File: config.mk
export PLATFORM = sky130hd
export DESIGN_NAME = cmp_serial_flat
export DESIGN_NICKNAME = d
export VERILOG_FILES = /design/src/rtl/cmp_serial_if.sv /design/src/rtl/cmp_serial.sv /design/src/flat_wrapper.sv
export SDC_FILE = /design/constraint.sdc
export NUM_CORES = 1
export LEC_CHECK = 0
export ABC_AREA = 0
export CAP_MARGIN = 20
export CORE_UTILIZATION = 35
export DETAILED_ROUTE_END_ITERATION = 6
export GPL_TIMING_DRIVEN = 0
export SKIP_LAST_GASP = 1
export SYNTH_ARGS = -nofsm -noshare
export SYNTH_HDL_FRONTEND = slang
export SYNTH_SLANG_ARGS = --single-unit
File: constraint.sdc
create_clock -name clk -period 3 [get_ports clk]
set_input_delay 0.3 -clock clk [delete_from_list [all_inputs] [get_ports clk]]
set_output_delay 0.3 -clock clk [all_outputs]
set_load 0.02 [all_outputs]
File: src/rtl/cmp_serial_if.sv
// Start/operand request and compare-result bundle for the bit-serial comparator.
// The master drives start/a/b; the slave returns busy/done, the flags and nbits.
interface cmp_serial_if #(
  parameter int WIDTH = 8
);
  localparam int NW = $clog2(WIDTH + 1);

  logic             start;
  logic [WIDTH-1:0] a;
  logic [WIDTH-1:0] b;
  logic             busy;
  logic             done;
  logic             gt;
  logic             eq;
  logic             lt;
  logic [NW-1:0]    nbits;

  modport master (
    output start, a, b,
    input  busy, done, gt, eq, lt, nbits
  );

  modport slave (
    input  start, a, b,
    output busy, done, gt, eq, lt, nbits
  );
endinterface

File: src/rtl/cmp_serial.sv
// Bit-serial MSB-first magnitude comparator with early exit; 1..WIDTH cycles per compare.
// start is taken only in IDLE and is neither queued nor stalled while busy.
module cmp_serial #(
  parameter int WIDTH  = 8,
  parameter bit SIGNED = 1'b0
) (
  input  logic        clk,
  input  logic        rst,
  cmp_serial_if.slave bus
);
  localparam int IW = $clog2(WIDTH);
  localparam int NW = $clog2(WIDTH + 1);
  localparam logic [IW-1:0] MSB_IDX = IW'(WIDTH - 1);

  typedef enum logic {IDLE, RUN} state_t;

  state_t           state_q, state_d;
  logic [WIDTH-1:0] a_q, a_d, b_q, b_d;
  logic [IW-1:0]    idx_q, idx_d;
  logic [NW-1:0]    cnt_q, cnt_d, nbits_q, nbits_d;
  logic             gt_q, gt_d, eq_q, eq_d, lt_q, lt_d, done_q, done_d;
  logic             a_bit, b_bit, sign_pos;
  logic [NW-1:0]    cnt_inc;

  always_comb begin
    state_d  = state_q;
    a_d      = a_q;
    b_d      = b_q;
    idx_d    = idx_q;
    cnt_d    = cnt_q;
    nbits_d  = nbits_q;
    gt_d     = gt_q;
    eq_d     = eq_q;
    lt_d     = lt_q;
    done_d   = 1'b0;
    a_bit    = a_q[idx_q];
    b_bit    = b_q[idx_q];
    sign_pos = SIGNED && (idx_q == MSB_IDX);
    cnt_inc  = cnt_q + NW'(1);

    unique case (state_q)
      IDLE: begin
        if (bus.start) begin
          a_d     = bus.a;
          b_d     = bus.b;
          idx_d   = MSB_IDX;
          cnt_d   = '0;
          state_d = RUN;
        end
      end
      RUN: begin
        cnt_d = cnt_inc;
        if (a_bit != b_bit) begin
          // A set sign bit means the more negative operand, so the sense flips.
          gt_d    = a_bit ^ sign_pos;
          lt_d    = ~(a_bit ^ sign_pos);
          eq_d    = 1'b0;
          nbits_d = cnt_inc;
          done_d  = 1'b1;
          state_d = IDLE;
        end else if (idx_q == '0) begin
          gt_d    = 1'b0;
          lt_d    = 1'b0;
          eq_d    = 1'b1;
          nbits_d = cnt_inc;
          done_d  = 1'b1;
          state_d = IDLE;
        end else begin
          idx_d = idx_q - IW'(1);
        end
      end
      default: state_d = IDLE;
    endcase
  end

  always_ff @(posedge clk) begin
    if (rst) begin
      state_q <= IDLE;
      a_q     <= '0;
      b_q     <= '0;
      idx_q   <= '0;
      cnt_q   <= '0;
      nbits_q <= '0;
      gt_q    <= 1'b0;
      eq_q    <= 1'b0;
      lt_q    <= 1'b0;
      done_q  <= 1'b0;
    end else begin
      state_q <= state_d;
      a_q     <= a_d;
      b_q     <= b_d;
      idx_q   <= idx_d;
      cnt_q   <= cnt_d;
      nbits_q <= nbits_d;
      gt_q    <= gt_d;
      eq_q    <= eq_d;
      lt_q    <= lt_d;
      done_q  <= done_d;
    end
  end

  assign bus.busy  = (state_q == RUN);
  assign bus.done  = done_q;
  assign bus.gt    = gt_q;
  assign bus.eq    = eq_q;
  assign bus.lt    = lt_q;
  assign bus.nbits = nbits_q;
endmodule

File: src/flat_wrapper.sv
// flat-port wrapper written by rule: the top's interface ports become plain ports
module cmp_serial_flat 
#(
  parameter int WIDTH  = 8,
  parameter bit SIGNED = 1'b0
)
  (clk, rst, bus_start, bus_a, bus_b, bus_busy, bus_done, bus_gt, bus_eq, bus_lt, bus_nbits);
  cmp_serial_if #(.WIDTH(WIDTH)) bus_i ();
  input  logic clk;
  input  logic rst;
  input wire logic [$bits(bus_i.start)-1:0] bus_start;
  input wire logic [$bits(bus_i.a)-1:0] bus_a;
  input wire logic [$bits(bus_i.b)-1:0] bus_b;
  output wire logic [$bits(bus_i.busy)-1:0] bus_busy;
  output wire logic [$bits(bus_i.done)-1:0] bus_done;
  output wire logic [$bits(bus_i.gt)-1:0] bus_gt;
  output wire logic [$bits(bus_i.eq)-1:0] bus_eq;
  output wire logic [$bits(bus_i.lt)-1:0] bus_lt;
  output wire logic [$bits(bus_i.nbits)-1:0] bus_nbits;
  assign bus_i.start = bus_start;
  assign bus_i.a = bus_a;
  assign bus_i.b = bus_b;
  assign bus_busy = bus_i.busy;
  assign bus_done = bus_i.done;
  assign bus_gt = bus_i.gt;
  assign bus_eq = bus_i.eq;
  assign bus_lt = bus_i.lt;
  assign bus_nbits = bus_i.nbits;
  cmp_serial #(.WIDTH(WIDTH), .SIGNED(SIGNED)) u_core (.clk(clk), .rst(rst), .bus(bus_i));
endmodule
# Yosys cells after proc, flatten, opt, wreduce, memory -nomap -nowiden
# Cells that the tools add are included.
# classes
add_sub_neg	2
n_lt_le_gt_ge	1
n_eq_ne	4
mux	23
bitwise_logic	2
reduce_logical	6
# op_table
cell	count
1-bit 2-to-1 mux	12
4-bit 2-to-1 mux	3
3-bit 2-to-1 mux	3
4-bit one-hot mux with 2 select lines	1
1-bit binary-select mux with 3-bit select	2
2-bit inequality test (second input constant)	3
3-bit one-hot mux with 2 select lines	1
4-bit by 1-bit adder with 4-bit output (second input constant)	1
3-bit by 4-bit less-than comparator with 1-bit output (second input constant)	1
2-bit AND reduction	2
3-bit logical NOT	1
3-bit AND reduction	1
3-bit by 1-bit subtractor with 3-bit output (second input constant)	1
1-bit NOT	2
1-bit one-hot mux with 2 select lines	1
2-bit nonzero test	1
2-bit OR reduction	1
1-bit inequality test	1
# totals
ff_bits	32
in_bits	19
output_inout_bits	9
word_cells	48

# Logic depth before layout (Yosys ltp)
# depth
word_depth	5
depth_mapped	9
mapped_depth_nobuf	7

# Worst setup path after synthesis
# Ideal clock, no wire load.
# synth_path
path_kind	register to register
startpoint	reg u_core.idx_q[0]
endpoint	reg u_core.nbits_q[0] (netlist: u_core.bus.nbits[0])
arrival_time_ns	2.175
slack_ns	0.702
path_stages_with_launch	9
path_buffers	2
period_less_slack_ns	2.298
path_cell_list	dfxtp_1 > buf_6 > mux4_2 > mux2i_1 > inv_1 > ha_1 > clkbuf_1 > a21boi_4 > mux2_1
# synth_between
elab_chain_cells	5
elab_cells_between_ends	9
classes_between	eq/ne: 1; mux: 5; reduce/logical: 3
# synth_lines
item	line_no	rtl
from (decl)	cmp_serial.sv:19	logic [IW-1:0] idx_q, idx_d;
from (signal assigned)	cmp_serial.sv:92	idx_q <= idx_d;
1-bit binary-select mux with 3-bit select (on tied branches)	cmp_serial.sv:36, cmp_serial.sv:37	
1-bit 2-to-1 mux (on tied branches)	cmp_serial.sv:36, cmp_serial.sv:37	
1-bit inequality test	cmp_serial.sv:53	if (a_bit != b_bit) begin
2-bit nonzero test (no source line)	-	
2-bit AND reduction (no source line)	-	
to (signal assigned)	cmp_serial.sv:94	nbits_q <= nbits_d;
to (decl)	cmp_serial.sv:20	logic [NW-1:0] cnt_q, cnt_d, nbits_q, nbits_d;
# Parallel ways exist; a longest one is shown, timed or not. The select of a mux whose other input is x is not followed.
# A chain may end at the register's enable or synchronous reset.

# Worst setup path in the final report
# Same ends and word-level chain as after synthesis.

==> results.sh <==
export IMPL_p_total_mw=1.06
export IMPL_dr_pass1_iters=6
export IMPL_die_y_um=67.1
export IMPL_p_per_area_mw_per_mm2=556
export IMPL_clock_power_share=0.329
export IMPL_cts_tree="done"
export IMPL_ff2ff_path_depth=8
export IMPL_fin_skew_ns=0.00630
export IMPL_yosys_area_top_type_share=0.432
export IMPL_crit_fanout=9
export IMPL_p_comb_frac=0.218
export IMPL_ys_ff_latch=32
export IMPL_worst_hold_slack_ns=0.406
export IMPL_drt_total_wl_um=3000
export IMPL_slew_limit_headroom=0.687
export IMPL_rsz0062_at_grt="no"
export IMPL_drive_gt1_frac=0.112
export IMPL_p_int_mw=0.773
export IMPL_period_needed_ns=2.61
export IMPL_mostFrequentLayoutCells="nand2_1, dfxtp_1, clkdlybuf4s50_1"
export IMPL_core_area_mm2=0.00403
export IMPL_synthTopCellsByArea="dfxtp_1, nand2_1, a21oi_1, mux4_2, ha_1"
export IMPL_status="finished clean"
export IMPL_hold_viol=0
export IMPL_yosysTopAreaCell="dfxtp_1"
export IMPL_hp_class="primary input to flip-flop"
export IMPL_syn_area_per_cell_um2=9.10
export IMPL_place_hpwl_um=2270
export IMPL_criticalPathCategory="flip-flop to flip-flop"
export IMPL_cts_resized=0
export IMPL_switching_power_mw=0.285
export IMPL_num_fill_cells=414
export IMPL_ctsHoldBuffers=0
export IMPL_gp_congestion=0.753
export IMPL_ir_drop_v=0.000277
export IMPL_fmax_ghz=0.383
export IMPL_post_cts_buffers=0
export IMPL_clk_pin_slew_worst_paths_ns=0.06
export IMPL_cts_htree_levels=2
export IMPL_max_cap_violations=0
export IMPL_yosys_cell_types_count=30
export IMPL_fin_tns_setup_ns=0
export IMPL_grt_max_degree=11
export IMPL_finalCritPeriodShare=0.869
export IMPL_ys_seq_area_frac=0.432
export IMPL_p_leak_nw=0.733
export IMPL_drtIter0Drc=38
export IMPL_dpl_instance_area_mm2=0.00181
export IMPL_cts_buffers=5
export IMPL_swShare=0.269
export IMPL_antenna_found_initial=0
export IMPL_slew_violations=0
export IMPL_cts_sinks=32
export IMPL_ios=28
export IMPL_vias=1205
export IMPL_setup_viol=0
export IMPL_die_w_um=67.1
export IMPL_ys_warn_count=0
export IMPL_row_count=23
export IMPL_areaGrowthSynthToFinish_pct=28.2
export IMPL_cts_root_buffer="clkbuf_8"
export IMPL_port_buffers=26
export IMPL_synth_cells=163
export IMPL_antenna_cells=0
export IMPL_initial_core_util=0.368
export IMPL_dieArea_mm2=0.00450
export IMPL_nNetsFinal=220
export IMPL_syn_area_mm2=0.00148
export IMPL_min_path_cells=3
export IMPL_grt_pass1_wl_um=5070
export IMPL_grt_usage=0.155
export IMPL_required_ns=3.16
export IMPL_post_drt_via_cell_ratio=4.90
export IMPL_grt_overflow=0
export IMPL_cp_data_arrival_time_ns=2.77
export IMPL_drc=0
export IMPL_insertion_delay_ns=0.28
export IMPL_syn_nets=187
export IMPL_start_kind="flip-flop"
export IMPL_end_kind="flip-flop"
export IMPL_final_cell_area_mm2=0.00190
export IMPL_ant_nets=0
export IMPL_grt_pass1_vias=1157
export IMPL_clockBufferDepth=2
export IMPL_wl_per_cell_um=12.2
export IMPL_sequentialPowerShare=0.453
export IMPL_max_slew_worst_pin_slew_ns=0.470
## power groups by stage
stage / clock [mW] / sequential (mW) / combinational (mW)
2_1_floorplan: 0 / 0.492 / 0.150
3_3_place_gp: 0 / 0.486 / 0.226
3_5_place_dp: 0 / 0.488 / 0.233
4_1_cts: 0.357 / 0.479 / 0.234
5_1_grt: 0.380 / 0.482 / 0.255
6_report: 0.349 / 0.479 / 0.231
## routing by layer
layer	up-vias	routed length, um	track usage
met4	0	52	0.0665
met2	20	1420	0.248
li1	618	-	-
met3	6	108	0.0531
met1	561	1420	0.188
met5	-	0	0
## synthesized netlist by cell type
cell type  number
dfxtp_1        32
nand2_1        32
a21oi_1        21
nand2b_1        8
buf_2           7
nor2_1          7
mux2i_1         6
ha_1            5
inv_1           5
mux4_2          4
nor2b_1         4
clkbuf_1        3
nand3_1         3
o21ai_0         3
a211oi_1        2
a311oi_1        2
a41oi_1         2
buf_6           2
mux2_1          2
nor3b_1         2
o21a_1          2
a2111oi_2       1
a21bo_1         1
a21boi_4        1
and3_1          1
buf_1           1
nand3b_1        1
nor3_1          1
xnor2_1         1
xor2_1          1
## registers in the layout, summed over array words and instances, names as in the netlist
signal and count:
u_core.bus.done 1, u_core.bus.busy 1, u_core.b_q 8, u_core.cnt_q 4, u_core.a_q 8, u_core.idx_q 3
u_core.bus.eq 1, u_core.bus.nbits 4, u_core.bus.lt 1, u_core.bus.gt 1
## metrics by stage
step	util	std cells	worst slack, ns
5_1_grt	0.472	246	0.251
4_1_cts	0.472	246	0.365
6_report	0.472	246	0.392
3_3_place_gp	0.448	239	0.462
2_1_floorplan	-	163	0.702
3_5_place_dp	0.448	239	0.383
## critical path: stages, from the launching register on
cell and delay, ns:
dfxtp_1 0.33, buf_6 0.14, mux4_2 0.49, mux2i_1 0.28, inv_1 0.08, ha_1 0.27, clkbuf_1 0.23, a21boi_4 0.32
mux2_1 0.35
## worst paths after layout
path / from / endpoint / slack, ns
min: rst / u_core.bus.gt / 0.41
max: u_core.idx_q[0] / u_core.bus.nbits[0] / 0.39
max reg2reg: u_core.idx_q[0] / u_core.bus.nbits[0] / 0.39
min reg2reg: u_core.a_q[1] / u_core.a_q[1] / 0.45
## cell families after synthesis
group	count (synthesis)	share of synthesized area
flip-flops	32	0.432
multiplexers	12	0.116
adder cells (fa/ha/maj)	5	0.0422
AO/OA/AOI/OAI	35	0.154
XOR/XNOR	2	0.0118
AND/OR/NAND/NOR	59	0.182
buffers and inverters	18	0.0615
## layout make-up
class	instances	area (um^2)	area share
Buffer	13	72.6	0.0381
Clock buffer	7	96.3	0.0506
Inverter	5	18.8	0.00986
Multi-Input combinational cell	113	752	0.395
Sequential cell	32	641	0.337
Tap cell	50	62.6	0.0329
Timing Repair Buffer	26	260	0.137
(Power assumes the default switching activity.)
